$ cat src/rtl/uart_reg_bridge.sv
// UART byte-stream command responder: parses W/R packets, drives an
// 8-bit local register bus and answers with ACK/NAK/data bytes.
module uart_reg_bridge #(
   parameter int TIMEOUT    = 50000,
   parameter int RD_LATENCY = 1
) (
   input  logic       ipClk,
   input  logic       ipReset,
   input  logic [7:0] ipRxData,
   input  logic       ipRxValid,
   output logic [7:0] opTxData,
   output logic       opTxSend,
   input  logic       ipTxBusy,
   output logic [7:0] opAddress,
   output logic [7:0] opWrData,
   output logic       opWrEnable,
   output logic       opRdEnable,
   input  logic [7:0] ipRdData,
   output logic       opError
);

   localparam int TW = $clog2(TIMEOUT + 1);
   localparam int LW = $clog2(RD_LATENCY + 1);
   localparam logic [TW-1:0] TLAST = TW'(TIMEOUT - 1);
   localparam logic [LW-1:0] LLAST = LW'(RD_LATENCY - 1);

   localparam logic [7:0] SYNC = 8'h55;
   localparam logic [7:0] CMDW = 8'h57;
   localparam logic [7:0] CMDR = 8'h52;
   localparam logic [7:0] ACK  = 8'h06;
   localparam logic [7:0] NAK  = 8'h15;

   typedef enum logic [3:0] {
      IDLE, GET_CMD, GET_ADDR, GET_DATA, WRITE,
      READ, RD_WAIT, TX_ACK, TX_DATA, TX_NAK
   } stateT;

   typedef enum logic [1:0] {PH_WAIT, PH_SEND, PH_DONE} phaseT;

   stateT         state, stateNext;
   phaseT         phase, phaseNext;
   logic          isWrite, isWriteNext;
   logic [7:0]    rdHold, rdHoldNext;
   logic [7:0]    addrNext, wrDataNext, txDataNext;
   logic          sendNext, errorNext;
   logic [TW-1:0] timer, timerNext;
   logic [LW-1:0] latCnt, latCntNext;
   logic          inGet, rxOk, timedOut;
   logic [7:0]    txByte;

   assign opWrEnable = (state == WRITE);
   assign opRdEnable = (state == READ);

   always_ff @(posedge ipClk) begin
      if (ipReset) begin
         state     <= IDLE;
         phase     <= PH_WAIT;
         isWrite   <= 1'b0;
         rdHold    <= '0;
         opAddress <= '0;
         opWrData  <= '0;
         opTxData  <= '0;
         opTxSend  <= 1'b0;
         opError   <= 1'b0;
         timer     <= '0;
         latCnt    <= '0;
      end else begin
         state     <= stateNext;
         phase     <= phaseNext;
         isWrite   <= isWriteNext;
         rdHold    <= rdHoldNext;
         opAddress <= addrNext;
         opWrData  <= wrDataNext;
         opTxData  <= txDataNext;
         opTxSend  <= sendNext;
         opError   <= errorNext;
         timer     <= timerNext;
         latCnt    <= latCntNext;
      end
   end

   always_comb begin
      stateNext   = state;
      phaseNext   = phase;
      isWriteNext = isWrite;
      rdHoldNext  = rdHold;
      addrNext    = opAddress;
      wrDataNext  = opWrData;
      txDataNext  = opTxData;
      sendNext    = opTxSend;
      errorNext   = 1'b0;
      latCntNext  = latCnt;
      timerNext   = '0;

      inGet = (state == GET_CMD) || (state == GET_ADDR)
           || (state == GET_DATA);
      rxOk  = inGet || (state == IDLE);
      timedOut = inGet && !ipRxValid && (timer == TLAST);

      txByte = ACK;
      if (state == TX_DATA) txByte = rdHold;
      else if (state == TX_NAK) txByte = NAK;

      if (inGet && !ipRxValid) timerNext = timer + 1'b1;

      // bytes outside the receive states are judged by the current state
      if (ipRxValid && !rxOk) errorNext = 1'b1;

      unique case (state)
         IDLE: begin
            if (ipRxValid && ipRxData == SYNC) stateNext = GET_CMD;
         end
         GET_CMD: begin
            if (ipRxValid) begin
               if (ipRxData == CMDW || ipRxData == CMDR) begin
                  isWriteNext = (ipRxData == CMDW);
                  stateNext   = GET_ADDR;
               end else begin
                  stateNext = TX_NAK;
                  errorNext = 1'b1;
               end
            end
         end
         GET_ADDR: begin
            if (ipRxValid) begin
               addrNext  = ipRxData;
               stateNext = isWrite ? GET_DATA : READ;
            end
         end
         GET_DATA: begin
            if (ipRxValid) begin
               wrDataNext = ipRxData;
               stateNext  = WRITE;
            end
         end
         WRITE: stateNext = TX_ACK;
         READ: begin
            latCntNext = '0;
            stateNext  = RD_WAIT;
         end
         RD_WAIT: begin
            if (latCnt == LLAST) begin
               rdHoldNext = ipRdData;
               stateNext  = TX_ACK;
            end else begin
               latCntNext = latCnt + 1'b1;
            end
         end
         TX_ACK, TX_DATA, TX_NAK: begin
            unique case (phase)
               PH_WAIT: begin
                  if (!ipTxBusy) begin
                     sendNext   = 1'b1;
                     txDataNext = txByte;
                     phaseNext  = PH_SEND;
                  end
               end
               PH_SEND: begin
                  if (ipTxBusy) begin
                     sendNext  = 1'b0;
                     phaseNext = PH_DONE;
                  end
               end
               PH_DONE: begin
                  if (!ipTxBusy) begin
                     phaseNext = PH_WAIT;
                     stateNext = (state == TX_ACK && !isWrite)
                               ? TX_DATA : IDLE;
                  end
               end
               default: phaseNext = PH_WAIT;
            endcase
         end
         default: stateNext = IDLE;
      endcase

      if (timedOut) begin
         stateNext = IDLE;
         errorNext = 1'b1;
      end
   end

endmodule

$ cat config.mk
export PLATFORM = sky130hd
export DESIGN_NAME = uart_reg_bridge
export DESIGN_NICKNAME = d
export VERILOG_FILES = /design/src/rtl/uart_reg_bridge.sv
export SDC_FILE = /design/constraint.sdc
export NUM_CORES = 1
export LEC_CHECK = 0
export ABC_AREA = 1
export CAP_MARGIN = 15
export CORE_MARGIN = 2
export CORE_UTILIZATION = 56
export DETAILED_ROUTE_END_ITERATION = 8
export PLACE_DENSITY = 0.85
export RECOVER_POWER = 50
export REMOVE_ABC_BUFFERS = 1
export SLEW_MARGIN = 25
export SYNTH_ARGS = -nofsm -noshare
export SYNTH_HDL_FRONTEND = slang
export SYNTH_SLANG_ARGS = --single-unit
$ cat constraint.sdc
create_clock -name ipClk -period 2 [get_ports ipClk]
set_input_delay 0.4 -clock ipClk [delete_from_list [all_inputs] [get_ports ipClk]]
set_output_delay 0.4 -clock ipClk [all_outputs]
set_load 0.01 [all_outputs]
==> metrics.yaml <==
grt-ovfl-total: 0
antenna_found_initial: 0
crit_chain: "inv_1 > nor2_4 > inv_1 > nor2_1 > dlygate4sd2_1"
status: "finished, final reports clean"
grt_pass1_wl_mm: 10.4
die_h_um: 72.3
maxSlewViolCount: 0
grt_pass1_vias: 2320
dp_cells: 451
netlist.area_leader.share: 0.437
grt_max_degree: 21
ir_drop_mv: 0.602
timing.setup.tns_ns: 0
avgSynthCellArea_sq_um: 7.37
nFillCells: 348
grtUsageTotal: 0.256
ys_seq_elements: 57
min_period_ns: 1.81
end_kind: "primary output"
worstMarginPinSlew_ns: 0.555
core_sq_um: 4410
cap_violations: 0
ys_warn_count: 0
crit_slowest_cell: "dfxtp_1"
leakage_nw: 1.24
hp-class: "register to register"
route.detailed.drc: 0
clockRootBuffer: "clkbuf_8"
pwr-share-clk: 0.335
clockBufferDepth: 2
io_buffer_count: 47
vias: 2515
layout_commonest_cell: "nand2_1"
p_per_area_nw_per_um2: 983
skew_ns: 0.0166
layout-drive-gt1-share: 0.0870
cp_num_buf_inv: 3
gp_congestion: 0.865
path_clk_slew_ns: 0.06
final_cell_mix: "nand2_1, dfxtp_1, nor2_1"
slowest_delay_ns: 0.38
switching_share: 0.317
rsz0062_at_grt: "false"
clock_latency_ns: 0.34
post_cts_buffers: 0
wl_met3_um: 362
drtIter0Drc: 162
met1_length_mm: 2.72
die_w_um: 72.3
htreeDepth: 3
startpoint_type: "register"
ys_top_cells_by_area: "dfxtp_1, nand2_1, a21oi_1"
slew_headroom: 0.628
floorplan.initialDensity: 0.591
drt_wl_total_mm: 6.17
antenna_cells: 0
yosysSeqAreaShare: 0.437
cts_buffers: 9
cts_tree: "yes"
finalSetupViolCount: 0
fin_cells: 466
syn-cell-area_sq_um: 2610
nets: 431
crit_top_cell: "inv_1"
clock.fmax_mhz: 553
dr.pass1.iters: 5
critPathMaxFanout: 4
place_hpwl_mm: 4.36
timing.hold.ws_ns: 0.444
p_comb_frac: 0.253
pin_count: 48
power_switching_mw: 1.02
hold_viol: 0
design.die.area_sq_um: 5220
seqPwrFrac: 0.411
syn_to_final_growth_pct: 25.0
path_class: "register to primary output"
worstPathArrival_ns: 1.41
netlist_instances: 354
row_count: 24
ys_types: 32
drtAntennaViolNets: 0
via_per_inst: 5.40
top_layer_used: "met4"
cts.sinks: 57
wl_met2_mm: 3.02
p_int_mw: 2.19
cp.required_ns: 1.60
synth_area_leader_cell: "dfxtp_1"
wire_per_inst_um: 13.2
post-route-period-util: 0.904
cpLargestDelayFamily: "buffers and inverters"
synthesized netlist by cell type:
master / n
nand4_2: 1
xnor2_1: 1
o21a_1: 1
a21oi_4: 1
nor2_1: 46
nand3_1: 21
o21ai_1: 1
inv_1: 40
nand3b_1: 2
nand2_1: 61
buf_1: 1
nand2_4: 2
buf_6: 1
nor3_1: 10
nor2_4: 6
a211oi_1: 1
xor2_1: 2
nor3_2: 1
ha_1: 1
a21oi_2: 6
inv_2: 4
clkbuf_1: 3
dfxtp_1: 57
buf_2: 1
nor2_2: 2
o21ai_0: 28
nand2_2: 4
nand3_2: 4
o21ai_2: 1
clkbuf_8: 1
a21oi_1: 39
nand4_1: 4
layer usage:
layer  up-vias  GRT usage
met2        81      0.413
li1       1262          -
met3         8     0.0861
met5         -          0
met1      1164      0.322
met4         0     0.0860
power groups by stage:
stage	Clock, mW	Combinational [mW]	Sequential [mW]
after floorplan	0	0.518	1.35
after global placement	0	0.820	1.34
after detailed placement	0	0.836	1.34
after CTS	1.08	0.856	1.32
after global routing	1.14	0.904	1.33
final	1.07	0.813	1.32
registers in the layout, indices dropped and copies added (netlist names):
name and cells:
opWrData 8, opError 1, opTxData 8, rdHold 8
phase 2, isWrite 1, opAddress 8, opTxSend 1
state 4, timer 16
cells by family (layout without fill, tap and decap cells):
kind of cell	Yosys count	count (layout)	share of synthesized area
AND/OR/NAND/NOR	164	164	0.302
AO/OA/AOI/OAI	78	78	0.166
flip-flops	57	57	0.437
buffers and inverters	51	111	0.0805
XOR/XNOR	3	3	0.0101
adder cells (fa/ha/maj)	1	1	0.00479
per-stage QoR:
step | worst slack (ns) | total power [mW] | cell area [sq um] | utilization
global placement | 0.202 | 2.16 | 3140 | 0.711
finish | 0.191 | 3.21 | 3260 | 0.739
floorplan | 0.745 | 1.87 | 2560 | -
global route | 0.0528 | 3.37 | 3260 | 0.739
detailed placement | 0.188 | 2.18 | 3140 | 0.711
CTS | 0.174 | 3.26 | 3340 | 0.756
worst paths after layout:
check	startpoint	end	slack, ns	cells after the start
worst max-delay path	state[2]	opRdEnable	0.19	5
worst min-delay path	opAddress[5]	opAddress[5]	0.44	2
worst max register to register	state[0]	timer[10]	0.19	7
worst min register to register	opAddress[5]	opAddress[5]	0.44	2
area by class of cell:
cell class                      instances  area, sq um  share of cell area
Clock buffer                           12          155              0.0475
Clock inverter                          3         40.0              0.0123
Inverter                               44          165              0.0506
Multi-Input combinational cell        246         1190               0.365
Sequential cell                        57         1140               0.350
Tap cell                               52         65.1              0.0199
Timing Repair Buffer                   52          505               0.155
timing repair:
item | in CTS | in global routing
setup endpoints to repair | 2 | 0
resized for setup | 3 | 0
endpoints found under the hold margin | 0 | 0
hold buffers | 0 | 0
worst min-delay path, stage by stage (launching register included):
cell	delay [ns]
dfxtp_1	0.30
inv_1	0.04
a21oi_1	0.05
Note: power is estimated with default switching activity, not from simulation.
==> RTL change (same settings) <==
Reset style: asynchronous (`ipReset`), changed in one clocked block.
--- a/src/rtl/uart_reg_bridge.sv
+++ b/src/rtl/uart_reg_bridge.sv
@@ -53,3 +53,3 @@
 
-   always_ff @(posedge ipClk) begin
+   always_ff @(posedge ipClk or posedge ipReset) begin
       if (ipReset) begin
Formal check against the unedited RTL: differs if ipReset is asserted again (counterexample within 4 cycles, from zero or initial values and one cycle with ipReset high); with ipReset held inactive, the same outputs for 10 cycles.
==> RTL change against the original RTL <==
  * Sequential cell count is the same
  * Cell area is 8.3% higher
  * Area after synthesis rose by 7.8%
  * Worst setup slack improved by 0.046 ns
  * Utilization decreased by 0.067 points
  * Synthesized cell count down 5.4%
  * Routed wire length grew 0.58%
  * First-iteration DRC count down 27%
  * Largest cell class is now registers
Power is not compared: it rests on default switching activity, and its combinational part moved more than twofold at a synthesized area within 25%.
==> RTL change: results (changes against the original RTL) <==
- Status: finished, final reports clean
- Crit path from: state[2]
- Syn_area_per_cell: 8.40 um2 (+14%)
- CP startpoint kind: register
- Slowest stage cell, crit path: dfrtp_1
- Initial antenna violation count: 0 (unchanged)
- Largest net degree at the start of global routing: 58 (+180%)
- Final Skew: 0.00890 ns (-0.00771 ns)
- TritonRoute pass-1 iters: 5 (unchanged)
- Largest register FFs: 16 (unchanged)
- Vias: 2,435 (-3.2%)
- PortBufs: 47 (unchanged)
- Yosys cell types: 32 (unchanged)
- CP peak stage delay: 0.36 ns (-0.02 ns)
- Worst skew pair latency: 0.33 ns
- Placed Cells: 447 (-0.89%)
- Clock Tree Root: clkbuf_8
- Main flop type after synthesis: dfrtp_1
- Critical Path Fanout Max: 5 (+1)
- Clock power frac: 0.210
- Sequential share of the synthesized area: 0.507 (+0.0699)
- Maximum vdd ir drop: 761 uV
- First-pass GRT wire length: 10.2 mm (-1.3%)
- Num CTS Buffers: 9 (unchanged)
- Async set-or-reset flop fraction in the synthesized netlist: 1.00 (+1.00)
- Data arrival, critical path: 1.36 ns (-0.05 ns)
- Reg clk slew, reported paths: 0.07 ns
- Initial drt markers: 119 (-27%)
- CTS HTree Levels: 3 (unchanged)
- Post-DP HPWL: 4.30 mm (-1.4%)
- Finished Layout Cells: 467 (+0.21%)
- Worst hold start: timer[0]
- Min-delay worst type: reg2reg
- YS warnings: 0 (unchanged)
- Clk buf depth: 2 (unchanged)
- Crit Reg-Reg Startpoint: state[3]
- Commonest cells in the netlist: 76 x nand2_1, 57 x dfrtp_1, 40 x nor2_1
- Lkg Pwr: 1.63 nW
- Share of layout cells above drive strength 1: 0.128 (+0.0405)
- Ranking of synthesized cells by area: dfrtp_1 51%, nand2_1 10%, nor2_1 5.3%
- Antenna diodes: 0 (unchanged)
- Vias in the first global route: 2,318 (-0.086%)
- Post-Route WL: 6.21 mm (+0.58%)
- Largest register by flop count: timer
- Routability cong.: 0.879 (+1.6%)
- Delay-heaviest family, CP: buffers and inverters
- Tot GR Track Use: 0.244 (-0.0121)
- Sw Share: 0.368
- Nets: 417 (-3.2%)
- Worst Tran Pin Value: 0.436 ns (-0.119 ns)
## RTL change: cell count changes after synthesis, sizes merged, moves of 3 or more
cell	unedited run	this run
buf	3	6
clkbuf	4	0
dfxtp	57	0
xor2	2	5
a21oi	46	12
nand2	67	82
mux2	0	4
dfrtp	0	57
nor2	54	45
o31ai	0	4
## RTL change: power groups by stage
stage          Clock (mW)  Sequential [mW]  Combinational (mW)
5_1_grt             0.961             1.69                1.91
4_1_cts             0.918             1.65                1.75
3_3_place_gp            0             1.68                1.60
6_report            0.904             1.65                1.75
3_5_place_dp            0             1.69                1.65
2_1_floorplan           0             1.75               0.853
## RTL change: final cells by class
class | count | area, um2
Clock inverter | 4 | 20.0
Timing Repair Buffer | 56 | 544
Multi-Input combinational cell | 229 | 1150
Tap cell | 67 | 83.8
Inverter | 43 | 161
Fill cell | 349 | 1250
Sequential cell | 57 | 1430
Clock buffer | 11 | 141
## RTL change: stage by stage
| step | instance area, um2 | power (mW) | setup WS, ns |
|---|---|---|---|
| after floorplan | 2760 | 2.61 | 0.200 |
| after global placement | 3360 | 3.28 | 0.283 |
| after detailed placement | 3360 | 3.33 | 0.250 |
| after CTS | 3550 | 4.31 | 0.265 |
| after global routing | 3530 | 4.56 | 0.130 |
| final | 3530 | 4.30 | 0.238 |
## RTL change: cell families after synthesis
family          share of synthesized area
fa+ha+maj                         0.00445
buf+inv                            0.0765
flops                               0.507
mux                                0.0187
compound gates                      0.103
xor+xnor                           0.0156
simple gates                        0.275
## RTL change: path summary, 6_finish.rpt
| path | end | cells past startpoint | slack [ns] |
|---|---|---|---|
| setup / recovery | opWrEnable | 5 | 0.24 |
| hold / removal | timer[0] | 1 | 0.46 |
| setup reg to reg | state[3] | 9 | 0.29 |
| hold reg to reg | timer[0] | 1 | 0.46 |
| max in group asynchronous | state[0] | 3 | 1.13 |
| min in group asynchronous | opAddress[4] | 3 | 0.59 |
## RTL change: timing repair
item | in CTS | in global routing
setup buffers | 5 | 0
gates resized for setup | 4 | 0
setup endpoints to repair | 2 | 0
## RTL change: per-layer routing
layer  vias to the layer above  track usage  share of wire
met5                         -            0              0
met4                         0       0.0952          0.020
met3                        17       0.0576          0.039
met2                        68        0.402           0.50
met1                      1150        0.314           0.44
li1                       1200            -              -
